File: config.mk
export PLATFORM = sky130hd
export DESIGN_NAME = udp_rx_frame_unpack
export DESIGN_NICKNAME = d
export VERILOG_FILES = /design/src/rtl/daq_pkt_pkg.sv /design/src/rtl/pkt_slot_check.sv /design/src/rtl/udp_rx_frame_unpack.sv
export SDC_FILE = /design/constraint.sdc
export NUM_CORES = 1
export LEC_CHECK = 0
export CORE_ASPECT_RATIO = 0.5
export CORE_MARGIN = 2
export CORE_UTILIZATION = 52
export CTS_CLUSTER_DIAMETER = 40
export DETAILED_ROUTE_END_ITERATION = 7
export PLACE_DENSITY = 0.8
export SLEW_MARGIN = 20
export SYNTH_ARGS = -nofsm -noshare
export SYNTH_HDL_FRONTEND = slang
export SYNTH_SLANG_ARGS = --single-unit
File: constraint.sdc
create_clock -name udp_clk -period 24.7 [get_ports udp_clk]
set_clock_uncertainty 0.2 [all_clocks]
set_input_delay 3.705 -clock udp_clk [delete_from_list [all_inputs] [get_ports udp_clk]]
set_output_delay 3.705 -clock udp_clk [all_outputs]
set_load 0.005 [all_outputs]
File: src/rtl/daq_pkt_pkg.sv
// rtl/daq_pkt_pkg.sv - shared DAQ packet constants, frame types and rx state encoding
// Contents:
//   CALIBRATION_MARKER / MESSAGE_MARKER : per-channel slot markers
//   MODE_* / STAT_*                     : fee_mode and status codes shared with the tx packer
//   frame_type_t                        : classification of an incoming frame
//   rx_state_t                          : udp_rx_frame_unpack state encoding
//   classify_frame()                    : word-0 classification from the ch0/ch1 marker slots
package daq_pkt_pkg;

  localparam logic [15:0] CALIBRATION_MARKER = 16'h3456;
  localparam logic [15:0] MESSAGE_MARKER     = 16'h0666;

  localparam logic [4:0] MODE_ACQ      = 5'd0;
  localparam logic [4:0] MODE_CAL      = 5'd1;
  localparam logic [4:0] MODE_SELFTEST = 5'd2;
  localparam logic [4:0] MODE_IDLE     = 5'd3;

  localparam logic [1:0] STAT_OK       = 2'd0;
  localparam logic [1:0] STAT_BUSY     = 2'd1;
  localparam logic [1:0] STAT_ERR      = 2'd2;

  typedef enum logic [1:0] {
    FT_CAL,
    FT_MSG,
    FT_ACQ
  } frame_type_t;

  typedef enum logic [2:0] {
    ST_IDLE,
    ST_CAL,
    ST_MSG,
    ST_ACQ,
    ST_DROP
  } rx_state_t;

  // Both channel-0 and channel-1 marker slots must agree: an 11-bit
  // acquisition count can alias the message marker in the channel-0 slot.
  function automatic frame_type_t classify_frame(input logic [15:0] mark0,
                                                 input logic [15:0] mark1);
    if (mark0 == CALIBRATION_MARKER && mark1 == CALIBRATION_MARKER)
      return FT_CAL;
    else if (mark0 == MESSAGE_MARKER && mark1 == MESSAGE_MARKER)
      return FT_MSG;
    else
      return FT_ACQ;
  endfunction

endpackage

File: src/rtl/pkt_slot_check.sv
// rtl/pkt_slot_check.sv - combinational per-channel slot checker for 3-word frames
// Ports:
//   frame_buf           in  3-word frame buffer, channel i slot = {f2, f1, marker}
//   marker              in  marker every channel slot must carry
//   all_marker_ok       out every slot marker equals marker
//   msg_fields_ok       out every slot has f2 == 0 and f1 upper bits (above fee_mode) == 0
//   fee_mode_consistent out every slot f1[4:0] equals channel 0 f1[4:0]
//   fee_mode            out channel 0 f1[4:0]
module pkt_slot_check
  import daq_pkt_pkg::*;
#(
  parameter int ADC_CHANEL = 8,
  parameter int DATAWIDTH  = 16
) (
  input  logic [3*ADC_CHANEL*DATAWIDTH-1:0] frame_buf,
  input  logic [DATAWIDTH-1:0]              marker,
  output logic                              all_marker_ok,
  output logic                              msg_fields_ok,
  output logic                              fee_mode_consistent,
  output logic [4:0]                        fee_mode
);

  localparam int SLOT_W = 3 * DATAWIDTH;

  logic [SLOT_W-1:0] slot;

  always_comb begin
    all_marker_ok       = 1'b1;
    msg_fields_ok       = 1'b1;
    fee_mode_consistent = 1'b1;
    fee_mode            = frame_buf[DATAWIDTH +: 5];
    slot                = '0;
    for (int i = 0; i < ADC_CHANEL; i++) begin
      slot = frame_buf[i*SLOT_W +: SLOT_W];
      if (slot[DATAWIDTH-1:0] != marker)
        all_marker_ok = 1'b0;
      if (slot[3*DATAWIDTH-1:2*DATAWIDTH] != '0 ||
          slot[2*DATAWIDTH-1:DATAWIDTH+5] != '0)
        msg_fields_ok = 1'b0;
      if (slot[DATAWIDTH +: 5] != fee_mode)
        fee_mode_consistent = 1'b0;
    end
  end

endmodule

File: src/rtl/udp_rx_frame_unpack.sv
// rtl/udp_rx_frame_unpack.sv - classify and unpack received CAL/MSG/ACQ UDP payload frames
// Ports:
//   udp_clk, sys_rst        clock, asynchronous active-high reset
//   rx_valid/sof/eof/data   framed payload words, no backpressure
//   baseline_out/noise_out  per-channel calibration results, cal_valid pulse on update
//   fee_mode_out, msg_valid last message fee_mode, pulse on update
//   acq_data/valid/last     acquisition data stream, one cycle behind rx
//   pkt_cnt_out, seq_err    acquisition header count, pulse on non-consecutive count
//   frame_err               pulse on length/marker violation (frame dropped)
module udp_rx_frame_unpack
  import daq_pkt_pkg::*;
#(
  parameter int ADC_CHANEL = 8,
  parameter int DATAWIDTH  = 16,
  parameter int CNT_WIDTH  = 11
) (
  input  logic                           udp_clk,
  input  logic                           sys_rst,
  input  logic                           rx_valid,
  input  logic                           rx_sof,
  input  logic                           rx_eof,
  input  logic [ADC_CHANEL*DATAWIDTH-1:0] rx_data,
  output logic [ADC_CHANEL*DATAWIDTH-1:0] baseline_out,
  output logic [ADC_CHANEL*DATAWIDTH-1:0] noise_out,
  output logic                           cal_valid,
  output logic [4:0]                     fee_mode_out,
  output logic                           msg_valid,
  output logic [ADC_CHANEL*DATAWIDTH-1:0] acq_data,
  output logic                           acq_valid,
  output logic                           acq_last,
  output logic [CNT_WIDTH-1:0]           pkt_cnt_out,
  output logic                           seq_err,
  output logic                           frame_err
);

  localparam int W      = ADC_CHANEL * DATAWIDTH;
  localparam int SLOT_W = 3 * DATAWIDTH;

  rx_state_t         state, state_next;
  logic [1:0]        word_idx, word_idx_next;
  logic [W-1:0]      word0, word1;
  logic [CNT_WIDTH-1:0] last_cnt;
  logic              cnt_seen;

  logic              store0, store1, do_cal, do_msg, hdr, data_word;
  logic              frame_err_next, seq_err_next;
  frame_type_t       ftype;

  // Word 2 is checked straight off the bus so the commit happens on the
  // cycle it is accepted; only words 0 and 1 need storage.
  logic [3*W-1:0]    check_buf;
  logic [DATAWIDTH-1:0] exp_marker;
  logic              all_marker_ok, msg_fields_ok, fee_mode_consistent;
  logic [4:0]        fee_mode;
  logic [W-1:0]      baseline_next, noise_next;
  logic [CNT_WIDTH-1:0] rx_cnt, exp_cnt;

  assign check_buf  = {rx_data, word1, word0};
  assign exp_marker = (state == ST_MSG) ? DATAWIDTH'(MESSAGE_MARKER)
                                        : DATAWIDTH'(CALIBRATION_MARKER);
  assign ftype      = classify_frame(16'(rx_data[DATAWIDTH-1:0]),
                                     16'(rx_data[3*DATAWIDTH +: DATAWIDTH]));
  assign rx_cnt     = rx_data[CNT_WIDTH-1:0];
  assign exp_cnt    = last_cnt + 1'b1;

  pkt_slot_check #(
    .ADC_CHANEL (ADC_CHANEL),
    .DATAWIDTH  (DATAWIDTH)
  ) u_slot_check (
    .frame_buf           (check_buf),
    .marker              (exp_marker),
    .all_marker_ok       (all_marker_ok),
    .msg_fields_ok       (msg_fields_ok),
    .fee_mode_consistent (fee_mode_consistent),
    .fee_mode            (fee_mode)
  );

  always_comb begin
    baseline_next = '0;
    noise_next    = '0;
    for (int i = 0; i < ADC_CHANEL; i++) begin
      baseline_next[i*DATAWIDTH +: DATAWIDTH] = check_buf[i*SLOT_W + 2*DATAWIDTH +: DATAWIDTH];
      noise_next[i*DATAWIDTH +: DATAWIDTH]    = check_buf[i*SLOT_W + DATAWIDTH +: DATAWIDTH];
    end
  end

  always_ff @(posedge udp_clk or posedge sys_rst) begin
    if (sys_rst) begin
      state    <= ST_IDLE;
      word_idx <= 2'd0;
    end else begin
      state    <= state_next;
      word_idx <= word_idx_next;
    end
  end

  always_comb begin
    state_next     = state;
    word_idx_next  = word_idx;
    store0         = 1'b0;
    store1         = 1'b0;
    do_cal         = 1'b0;
    do_msg         = 1'b0;
    hdr            = 1'b0;
    data_word      = 1'b0;
    frame_err_next = 1'b0;
    if (rx_valid) begin
      if (rx_sof) begin
        // A new sof aborts whatever was in flight, then is decoded as usual.
        if (state != ST_IDLE)
          frame_err_next = 1'b1;
        case (ftype)
          FT_CAL, FT_MSG: begin
            if (rx_eof) begin
              frame_err_next = 1'b1;
              state_next     = ST_IDLE;
            end else begin
              store0        = 1'b1;
              word_idx_next = 2'd1;
              state_next    = (ftype == FT_CAL) ? ST_CAL : ST_MSG;
            end
          end
          default: begin
            hdr        = 1'b1;
            state_next = rx_eof ? ST_IDLE : ST_ACQ;
          end
        endcase
      end else begin
        case (state)
          ST_CAL, ST_MSG: begin
            if (word_idx == 2'd1) begin
              if (rx_eof) begin
                frame_err_next = 1'b1;
                state_next     = ST_IDLE;
              end else begin
                store1        = 1'b1;
                word_idx_next = 2'd2;
              end
            end else begin
              if (rx_eof) begin
                state_next = ST_IDLE;
                if (state == ST_CAL) begin
                  if (all_marker_ok) do_cal = 1'b1;
                  else               frame_err_next = 1'b1;
                end else begin
                  if (all_marker_ok && msg_fields_ok && fee_mode_consistent) do_msg = 1'b1;
                  else                                                       frame_err_next = 1'b1;
                end
              end else begin
                frame_err_next = 1'b1;
                state_next     = ST_DROP;
              end
            end
          end
          ST_ACQ: begin
            data_word = 1'b1;
            if (rx_eof)
              state_next = ST_IDLE;
          end
          ST_DROP: begin
            if (rx_eof)
              state_next = ST_IDLE;
          end
          default: ;
        endcase
      end
    end
  end

  assign seq_err_next = hdr && cnt_seen && (rx_cnt != exp_cnt);

  always_ff @(posedge udp_clk or posedge sys_rst) begin
    if (sys_rst) begin
      word0        <= '0;
      word1        <= '0;
      baseline_out <= '0;
      noise_out    <= '0;
      cal_valid    <= 1'b0;
      fee_mode_out <= '0;
      msg_valid    <= 1'b0;
      acq_data     <= '0;
      acq_valid    <= 1'b0;
      acq_last     <= 1'b0;
      pkt_cnt_out  <= '0;
      last_cnt     <= '0;
      cnt_seen     <= 1'b0;
      seq_err      <= 1'b0;
      frame_err    <= 1'b0;
    end else begin
      cal_valid <= do_cal;
      msg_valid <= do_msg;
      acq_valid <= data_word;
      acq_last  <= data_word & rx_eof;
      seq_err   <= seq_err_next;
      frame_err <= frame_err_next;
      if (store0) word0 <= rx_data;
      if (store1) word1 <= rx_data;
      if (do_cal) begin
        baseline_out <= baseline_next;
        noise_out    <= noise_next;
      end
      if (do_msg)
        fee_mode_out <= fee_mode;
      if (data_word)
        acq_data <= rx_data;
      if (hdr) begin
        pkt_cnt_out <= rx_cnt;
        last_cnt    <= rx_cnt;
        cnt_seen    <= 1'b1;
      end
    end
  end

endmodule

### Word level (Yosys, flattened, before mapping)

Cells that the tools add are included.

* flip-flop bits (word level): 668
* input port bits: 133

* multiplexer cells: 81
* bitwise operators: 2
* reductions and logical operators: 40
* equality and inequality tests: 27
* $add $sub $neg: 1

Operator list (count)
* $ne A16 B14 Y1: 8
* $reduce_bool A16 Y1: 8
* $reduce_bool A11 Y1: 8
* $mux W1: 63
* $ne A5 B5 Y1: 7
* $eq A16 B11 Y1 const B: 2
* $eq A16 B14 Y1 const B: 2
* $mux W2: 11
* $mux W3: 5
* $mux W14: 1
* $add A11 B1 Y11 const B: 1
* $ne A11 B11 Y1: 1
* $logic_or A1 B1 Y1: 8
* $eq A3 B2 Y1 const B: 2
* $logic_and A1 B1 Y1: 6
* $pmux W3 S2: 1
* $reduce_bool A3 Y1: 2
* $reduce_or A2 Y1: 3
* $reduce_and A5 Y1: 1
* $eq A2 B1 Y1 const B: 2
* $reduce_bool A2 Y1: 2
* $eq A3 B1 Y1 const B: 1
* $eq A3 B3 Y1 const B: 1
* $logic_not A2 Y1: 1
* 4 further kinds: 4

### Longest topological paths before layout

Gate-level depths: netlist (run 1).

* depth in word-level cells: 20
* mapped depth: 10
* mapped depth without buffers: 7

### Hierarchy

Synthesis (run 1) repeated with hierarchy kept, for this count alone.

* cells, all modules: 1803
* area total of the unflattened synthesis: 26937.1 µm²

By module, submodules not included
* udp_rx_frame_unpack: cells each 1530, times used 1, seq. area each 16716.0 µm², area an instance 25106.6 µm²
* pkt_slot_check: cells each 273, times used 1, seq. area each 0.0 µm², area an instance 1830.5 µm²

### Worst setup path before layout (run 1)

No wires, ideal clock.

* path kind: input -> register
* from: input port rx_data[2]
* to: register word0[52]
* arrival: 5716 ps
* stages on the path: 10
* path slack: 18663 ps
* cells stage by stage: buf_2 -> or4bb_1 -> nor4_1 -> and4_1 -> buf_2 -> o211ai_2 -> buf_2 -> clkbuf_1 -> nand2_1 -> nand2_1

* longest elaborated chain between the ends: 9

RTL lines
* start, declared: line udp_rx_frame_unpack.sv:22 `input logic [ADC_CHANEL*DATAWIDTH-1:0] rx_data,`
* $eq A16 B11 Y1: line daq_pkt_pkg.sv:42 `else if (mark0 == MESSAGE_MARKER && mark1 == MESSAGE_MARKER)`
* $logic_and A1 B1 Y1: line daq_pkt_pkg.sv:42
* $mux W2: line daq_pkt_pkg.sv:42
* $mux W2 (*): line daq_pkt_pkg.sv:40 `if (mark0 == CALIBRATION_MARKER && mark1 == CALIBRATION_MARKER)`
* $eq A2 B1 Y1 or $logic_not A2 Y1 (tied branches): line udp_rx_frame_unpack.sv:112 `case (ftype)`
* $reduce_or A2 Y1 (*): line udp_rx_frame_unpack.sv:112
* $mux W1 (*): line udp_rx_frame_unpack.sv:112
* $mux W1 (*): line udp_rx_frame_unpack.sv:108 `if (rx_sof) begin`
* $mux W1 (*): line udp_rx_frame_unpack.sv:107 `if (rx_valid) begin`
* end signal, assigned: line udp_rx_frame_unpack.sv:196 `if (store0) word0 <= rx_data;`
* end, declared: line udp_rx_frame_unpack.sv:41 `logic [W-1:0] word0, word1;`

Mark *: on every way between the ends. The rest lies on a longest branch, timed or not.
A chain may end at the register's enable or synchronous reset.

### Worst setup path after layout (run 1)

* from: input port rx_data[86]
* to: register noise_out[64]

* longest elaborated chain between the ends: 9

RTL lines
* $ne A16 B14 Y1: line pkt_slot_check.sv:35 `if (slot[DATAWIDTH-1:0] != marker)`
* $mux W1: line pkt_slot_check.sv:35
* $mux W1: line udp_rx_frame_unpack.sv:143 `if (all_marker_ok) do_cal = 1'b1;`
* $mux W1: line udp_rx_frame_unpack.sv:142 `if (state == ST_CAL) begin`
* $mux W1: line udp_rx_frame_unpack.sv:140 `if (rx_eof) begin`
* $mux W1: line udp_rx_frame_unpack.sv:131 `if (word_idx == 2'd1) begin`
* $mux W1: line udp_rx_frame_unpack.sv:129 `case (state)`
* $mux W1: line udp_rx_frame_unpack.sv:108
* $mux W1: line udp_rx_frame_unpack.sv:107
* end signal, assigned: line udp_rx_frame_unpack.sv:200 `noise_out <= noise_next;`
* end, declared: line udp_rx_frame_unpack.sv:24 `output logic [ADC_CHANEL*DATAWIDTH-1:0] noise_out,`

Every way passes these cells.

==> results of run 1 <==
-- logic make-up after synthesis --
logic type | Yosys count | synth area share [%]
and+or+nand+nor | 937 | 15.4
DFF | 668 | 60.3
muxes | 400 | 19.4
buffers and inverters | 122 | 3.19
AOI/OAI and AO/OA | 52 | 1.27
xor gates and xnor gates | 14 | 0.442
adders and majority gates | 1 | 0.0451
-- sequential cells by signal, indices dropped and copies added, names as in the netlist --
name and cells:
fee_mode_out 5, acq_valid 1, msg_valid 1, word_idx 2, word0 128, noise_out 128
cal_valid 1, acq_data 128, word1 128, frame_err 1, last_cnt 11, seq_err 1
baseline_out 128, acq_last 1, cnt_seen 1, state 3
-- Yosys cell counts (3+ instances only) --
cell type  number
inv_1          10
nor3_1         18
xnor2_1         9
buf_12         22
xor2_1          5
nor4bb_1       18
mux2_4        229
or4_1           4
nand2_1       702
nand2b_1       11
nand3_1         8
nor4_1         56
nor2b_1         6
a2111oi_0       3
buf_2          18
nor2_1         15
nor4b_1        21
clkbuf_1       64
nand4_1        32
o21ai_0        13
and2_1         16
a31oi_1         3
a21oi_1         9
mux2_2        171
or3_1           3
and4b_1         4
dfrtp_1       668
and4_1          7
buf_6           6
-- where the power goes --
group / switching, W / total, W / internal (W)
sequential: 0.000158 / 0.00144 / 0.00128
combinational: 0.000229 / 0.000527 / 0.000298
clock: 0.000431 / 0.000997 / 0.000566
-- worst max-delay path by stage --
| stage | start | end | slack (ps) | cells past startpoint |
|---|---|---|---|---|
| 2_1_floorplan | sys_rst | acq_data[0]$_DFFE_PP0P_ | 2070 | 1 |
| 3_3_place_gp | rx_sof | baseline_out[111]$_DFFE_PP0P_ | 16350 | 9 |
| 3_5_place_dp | rx_data[84] | baseline_out[111]$_DFFE_PP0P_ | 16310 | 9 |
| 4_1_cts | rx_data[84] | baseline_out[111]$_DFFE_PP0P_ | 16910 | 9 |
| 5_1_grt | rx_sof | baseline_out[111]$_DFFE_PP0P_ | 16620 | 9 |
| 6_report | rx_data[86] | noise_out[64]$_DFFE_PP0P_ | 16680 | 9 |
-- layer usage --
layer / vias up / global-route usage [%] / share of wire, %
met5: - / 0 / 0.015
met1: 10200 / 41.6 / 39
met4: 2 / 14.6 / 5.4
li1: 8462 / - / -
met2: 916 / 50.6 / 48
met3: 265 / 6.50 / 7.7
-- layout make-up --
cell class              count  area (um2)  area share (%)
flip-flops and latches    668       16700            47.1
multi-input cells        1404       10200            28.7
repair buffers            556        5560            15.7
clock buffers              81        1730            4.88
well taps                 701         877            2.47
clock inverters            29         355            1.00
inverters                  10        47.5           0.134
diodes                      6        15.0          0.0423
-- cell usage in the layout (no fill, tap or decap), drive strengths merged, types with 3 or more instances in the layout --
| cell | n |
|---|---|
| nor2b | 6 |
| nand2b | 11 |
| or3 | 4 |
| clkinv | 18 |
| mux2 | 400 |
| dfrtp | 668 |
| nand3 | 8 |
| a31oi | 3 |
| and4 | 7 |
| o21ai | 13 |
| inv | 13 |
| and2 | 16 |
| nand4 | 32 |
| nor3 | 19 |
| nand2 | 702 |
| clkdlybuf4s50 | 538 |
| nor4bb | 18 |
| nor2 | 15 |
| and4b | 4 |
| diode | 6 |
| xor2 | 5 |
| xnor2 | 9 |
| nor4 | 58 |
| buf | 18 |
| or4 | 4 |
| a2111oi | 3 |
| bufinv | 7 |
| nor4b | 21 |
| a21oi | 9 |
| clkbuf | 81 |
| o211ai | 3 |
-- metrics by stage --
| step | setup WS, ps | utilization, % | hold WS [ps] |
|---|---|---|---|
| 6_report | 16680 | 67.8 | 259 |
| 5_1_grt | 16620 | 67.7 | 283 |
| 4_1_cts | 16910 | 67.7 | 264 |
| 3_5_place_dp | 16310 | 63.7 | 244 |
| 3_3_place_gp | 16350 | 63.7 | 242 |
| 2_1_floorplan | 2070 | - | 225 |
==> key figures, run 1 <==
Run status
  – Status: completed

Hold path
  – Min-delay src: word0[49]$_DFFE_PP0P_
  – Hold Path Depth: 1
  – Worst Hold End: word0[49]$_DFFE_PP0P_
  – Worst hold path class: flip-flop to flip-flop

Critical path
  – Crit-path leading delay family: simple AND/OR/NAND/NOR gates
  – Flop2flop setup slack: roughly 20000 ps
  – Reg-to-Reg End: noise_out[64]$_DFFE_PP0P_
  – R2R Path Start: word1[27]$_DFFE_PP0P_
  – Crit path max-delay cell type: or3b_4
  – Worst-path maximum fanout: 125
  – Critical path's largest stage delay: between 700 and 800 ps
  – Startpoint Class: primary input
  – Crit. End Element: flip-flop
  – Required @ worst endpoint: 24990 ps
  – WP buf/inv: 3
  – Critical-path cell list: clkdlybuf4s50_1 > nor4bb_1 > nand4_1 > nor3_1 > o211ai_1 > or3b_4 > buf_12 > buf_4 > mux2_4
  – WP data arrival: a little over 8000 ps
  – Worst reg-to-reg path cell count: 8
  – Setup CP Type: primary input to flip-flop

Detailed routing
  – First-pass iteration count of the detailed router: 5
  – Vias per cell: around 5.8
  – 1st-iter DRT viols: between 2000 and 2500
  – Post-DR wirelength/cell: around 25 um
  – Routed wire length: 87700 um
  – Routed vias: 19900
  – Final ANT Viol Nets: 0
  – Drt drc: 0

Floorplanning
  – Rows: 59
  – Die Y: 167 um
  – # IOs: around 540
  – Core box area: 0.0523 mm2
  – Initial Util: between 50% and 60%
  – Die Area: ~0.055 mm2
  – Die Wd: about 330 um

Finish
  – Non-Filler Instances: ~3500
  – Design area: around 0.035 mm2
  – Share of layout cells above drive strength 1: between 10% and 20%
  – Nets: between 2000 and 3000
  – Filler Cells Inserted: roughly 3600
  – Area delta synth->final: 28.0%

Synthesis
  – Cells after synthesis: about 2200
  – Top cell type by total area after synthesis: dfrtp_1
  – Syn_area_per_cell: ~13 um2
  – Main synth FF type: dfrtp_1
  – Yosys warns: 0
  – Top post-synthesis cells by area: dfrtp_1, mux2_4, nand2_1
  – Sequential share of the synthesized area: between 60% and 70%
  – Unique cell type count in the Yosys netlist: 63
  – Syn Nets: around 2300
  – Cell area after synthesis: between 0.02 and 0.03 mm2
  – Flops & latches, synth: 668
  – Synth top area share: 60.3%
  – Share of flip-flops with an asynchronous set or reset: 100%
  – Post-synth EDFFs: 0

Clock tree
  – Total CTS buffers: 60
  – CTS clk-pin slew, worst paths: 70 ps
  – Clock root cell: clkbuf_16
  – Post-CTS Resized: 0
  – Clk buf depth: 3
  – Setup Fix Bufs, Post-CTS: 0
  – Clk Latency, worst-skew pair: roughly 600 ps
  – H-tree levels: 2
  – Post-CTS Hold Buffers: 0
  – Num Clock Sinks: 668
  – CTS tree: built

Placed design
  – DP HPWL: between 60000 and 70000 um
  – Placed Cells: roughly 3300
  – Placed cell area: about 0.033 mm2
  – RePlAce Congestion: between 0.8 and 0.9
  – Buffers on Ports: approximately 540

STA
  – # setup viols final: 0
  – Setup TNS: 0 ps
  – Pins Over Slew Limit: 0
  – Worst Tran Pin Value: around 1100 ps
  – Crit path time final: 8020 ps
  – RSZ-0062 raised after global routing: no
  – Slew headroom: a little under a quarter
  – Fin. Hold Viols: 0
  – Post-route clock period utilization: about 32%
  – Fmax: roughly 0.12 GHz

Global route
  – First-pass GRT wire length: ~130000 um
  – Largest net degree at the start of global routing: 175
  – Vias in the first global route: 20200
  – GRT Total Usage: a little under a third
  – Initial antenna violation count: 8
  – Overflow after GRT: 0

Power
  – PD cells: approximately 83 mW/mm2
  – Peak VDD IR: roughly 0.053 mV
  – Pwr Total: 0.00296 W
  – Leakage: 17.6 nW

Run
  – Number of max-cap violations: 0
(Power assumes the default switching activity.)
==> inputs of run 2 (changes only) <==
==> constraint.sdc (replaced) <==
create_clock -name udp_clk -period 7.8 [get_ports udp_clk]
set_clock_uncertainty 0.2 [all_clocks]
set_input_delay 1.17 -clock udp_clk [delete_from_list [all_inputs] [get_ports udp_clk]]
set_output_delay 1.17 -clock udp_clk [all_outputs]
set_load 0.005 [all_outputs]
==> key figures, run 2 (synthesis results as in run 1) <==
Run status
  – Status: completed

Hold path
  – Worst hold path class: flip-flop to flip-flop
  – Min-delay src: word0[10]$_DFFE_PP0P_

Floorplanning
  – Core box area: 0.0523 mm2 (unchanged)
  – # IOs: 539 (unchanged)
  – Die Y: 167 um (unchanged)
  – Rows: 59 (unchanged)
  – Die Area: 0.0553 mm2 (unchanged)
  – Die Wd: 330 um (unchanged)
  – Initial Util: 52.9% (unchanged)

Power
  – Clock network power share: 33.1% (-0.6 points)
  – Comb power frac: 17.9% (about the same)
  – Peak VDD IR: 0.159 mV (+200%)
  – Sequential share of power: 49.0% (+0.5 points)
  – Net Sw Frac: 27.4% (-0.26 points)
  – Leakage: 17.6 nW (about the same)
  – Switch Pwr: 0.00253 W (+210%)
  – PD cells: 261 mW/mm2 (+210%)
  – Internal power: 0.00672 W (+210%)

Clock tree
  – Clock root cell: clkbuf_16
  – Clk Latency, worst-skew pair: 610 ps (about the same)
  – Total CTS buffers: 59 (-1.7%)
  – Post-CTS Resized: 0 (unchanged)
  – CTS clk-pin slew, worst paths: 70 ps (about the same)
  – Post-CTS Hold Buffers: 0 (unchanged)
  – CTS tree: built
  – H-tree levels: 2 (unchanged)
  – Setup Fix Bufs, Post-CTS: 0 (unchanged)
  – Num Clock Sinks: 668 (unchanged)
  – Clk buf depth: 3 (unchanged)

Critical path
  – CP startpoint: rx_data[83]
  – Worst-path maximum fanout: 126 (+0.80%)
  – Setup CP Type: primary input to flip-flop
  – Crit. End Element: flip-flop
  – Required @ worst endpoint: 8080 ps (-16910 ps)
  – WP data arrival: 5280 ps (-3020 ps)
  – Critical-path cell list: clkdlybuf4s50_1 > nor4b_1 > nand4_1 > nor4_2 > o211ai_1 > or3b_4 > buf_12 > mux2_4
  – WP buf/inv: 2 (-1)
  – R2R Path Start: word1[31]$_DFFE_PP0P_
  – Crit path max-delay cell type: or3b_4
  – Crit-path leading delay family: simple AND/OR/NAND/NOR gates
  – Critical path's largest stage delay: 690 ps (-60 ps)
  – Startpoint Class: primary input

Detailed routing
  – Routed met3 length: 6330 um (-6.3%)
  – Final ANT Viol Nets: 0 (unchanged)
  – Met2 WL: 41800 um (about the same)
  – Routed wire length: 86600 um (-1.2%)
  – WL met1: 34300 um (-0.11%)
  – Drt drc: 0 (unchanged)
  – Routed vias: 19900 (-0.091%)
  – First-pass iteration count of the detailed router: 7 (+2)
  – Top layer in use: met4
  – 1st-iter DRT viols: 2258 (+2.5%)
  – Post-DR wirelength/cell: 25.0 um (-1.3%)
  – Vias per cell: 5.74 (-0.18%)

Placed design
  – DP HPWL: 61200 um (-0.15%)
  – RePlAce Congestion: 0.946 (+6.0%)
  – Buffers on Ports: 538 (unchanged)
  – Pre-CTS WS: 2550 ps (-13770 ps)

Finish
  – Most frequent cells in the layout: nand2_1, dfrtp_1, clkdlybuf4s50_1, mux2_4, mux2_2
  – Filler Cells Inserted: 3690 (+1.5%)
  – Most common cell after layout, fill and taps aside: nand2_1
  – Area delta synth->final: 27.9% (about the same)
  – Nets: 2838 (+0.14%)
  – Share of layout cells above drive strength 1: 19.5% (-0.021 points)

Global route
  – Vias in the first global route: 19900 (-1.4%)
  – Initial antenna violation count: 9 (+1)
  – Largest net degree at the start of global routing: 190 (+8.6%)
  – Overflow after GRT: 0 (unchanged)
  – First-pass GRT wire length: 129000 um (-1.1%)
  – GRT Total Usage: 31.2% (-0.37 points)

STA
  – Pins Over Slew Limit: 0 (unchanged)
  – Hold_ws: 269 ps (+9.78 ps)
  – # setup viols final: 0 (unchanged)
  – RSZ-0062 raised after global routing: no
  – Setup slack after layout: 2800 ps (-13880 ps)
  – Crit path time final: 5000 ps
  – Setup TNS: 0 ps (unchanged)
  – Fin. Hold Viols: 0 (unchanged)
  – Worst Tran Pin Value: 1220 ps (+71.6 ps)
  – Fmax: between 0.2 and 0.25 GHz
  – Post-route clock period utilization: between 60% and 70%
  – Slew headroom: 18.9% (-4.8 points)

Run
  – Number of max-cap violations: 0 (unchanged)
## run 2: changes by cell type in the layout (fill, tap and decap cells not counted)
cell,before,now
buf_12,2,3
buf_16,0,1
buf_4,13,19
buf_6,3,0
bufinv_16,7,5
clkbuf_1,7,10
clkinv_2,15,12
clkinv_4,2,4
clkinvlp_4,1,2
inv_6,2,0
inv_8,2,1
## run 2: power groups by stage
stage	clock [W]	sequential [W]	combinational, W
finish	0.00306	0.00453	0.00165
floorplan	0	0.00444	0.000732
global route	0.00323	0.00459	0.00178
CTS	0.00308	0.00451	0.00166
detailed placement	0	0.00457	0.00165
global placement	0	0.00454	0.00159
## run 2: metal layers
layer	up-vias	global-route usage (%)
li1	8470	-
met1	10300	41.3
met2	857	50.3
met3	227	6.02
met4	0	14.0
met5	-	0
## run 2: cell type report
type	instances	area (um2)	area share [%]
Multi-Input combinational cell	1404	10200	28.7
Inverter	10	43.8	0.124
Tap cell	701	877	2.47
Timing Repair Buffer	561	5620	15.8
Antenna cell	6	15.0	0.0424
Clock buffer	84	1740	4.92
Clock inverter	24	280	0.791
Sequential cell	668	16700	47.2
## run 2: worst paths after layout
| path | end | slack [ps] | cells past startpoint |
|---|---|---|---|
| max reg2reg | baseline_out[73]$_DFFE_PP0P_ | 3050 | 7 |
| max | baseline_out[73]$_DFFE_PP0P_ | 2800 | 8 |
| min reg2reg | word0[10]$_DFFE_PP0P_ | 270 | 1 |
| max in group asynchronous | word1[17]$_DFFE_PP0P_ | 4660 | 5 |
| min | word0[10]$_DFFE_PP0P_ | 270 | 1 |
| min in group asynchronous | acq_data[19]$_DFFE_PP0P_ | 730 | 2 |
## run 2: per-stage QoR
stage	util, %	instance area [um2]	cells	total power, W
final	67.7	35500	3458	0.00925
after global routing	67.7	35500	3458	0.00960
after CTS	67.7	35400	3451	0.00926
after detailed placement	63.8	33400	3343	0.00622
after global placement	63.8	33400	3343	0.00613
after floorplan	-	27700	2194	0.00518
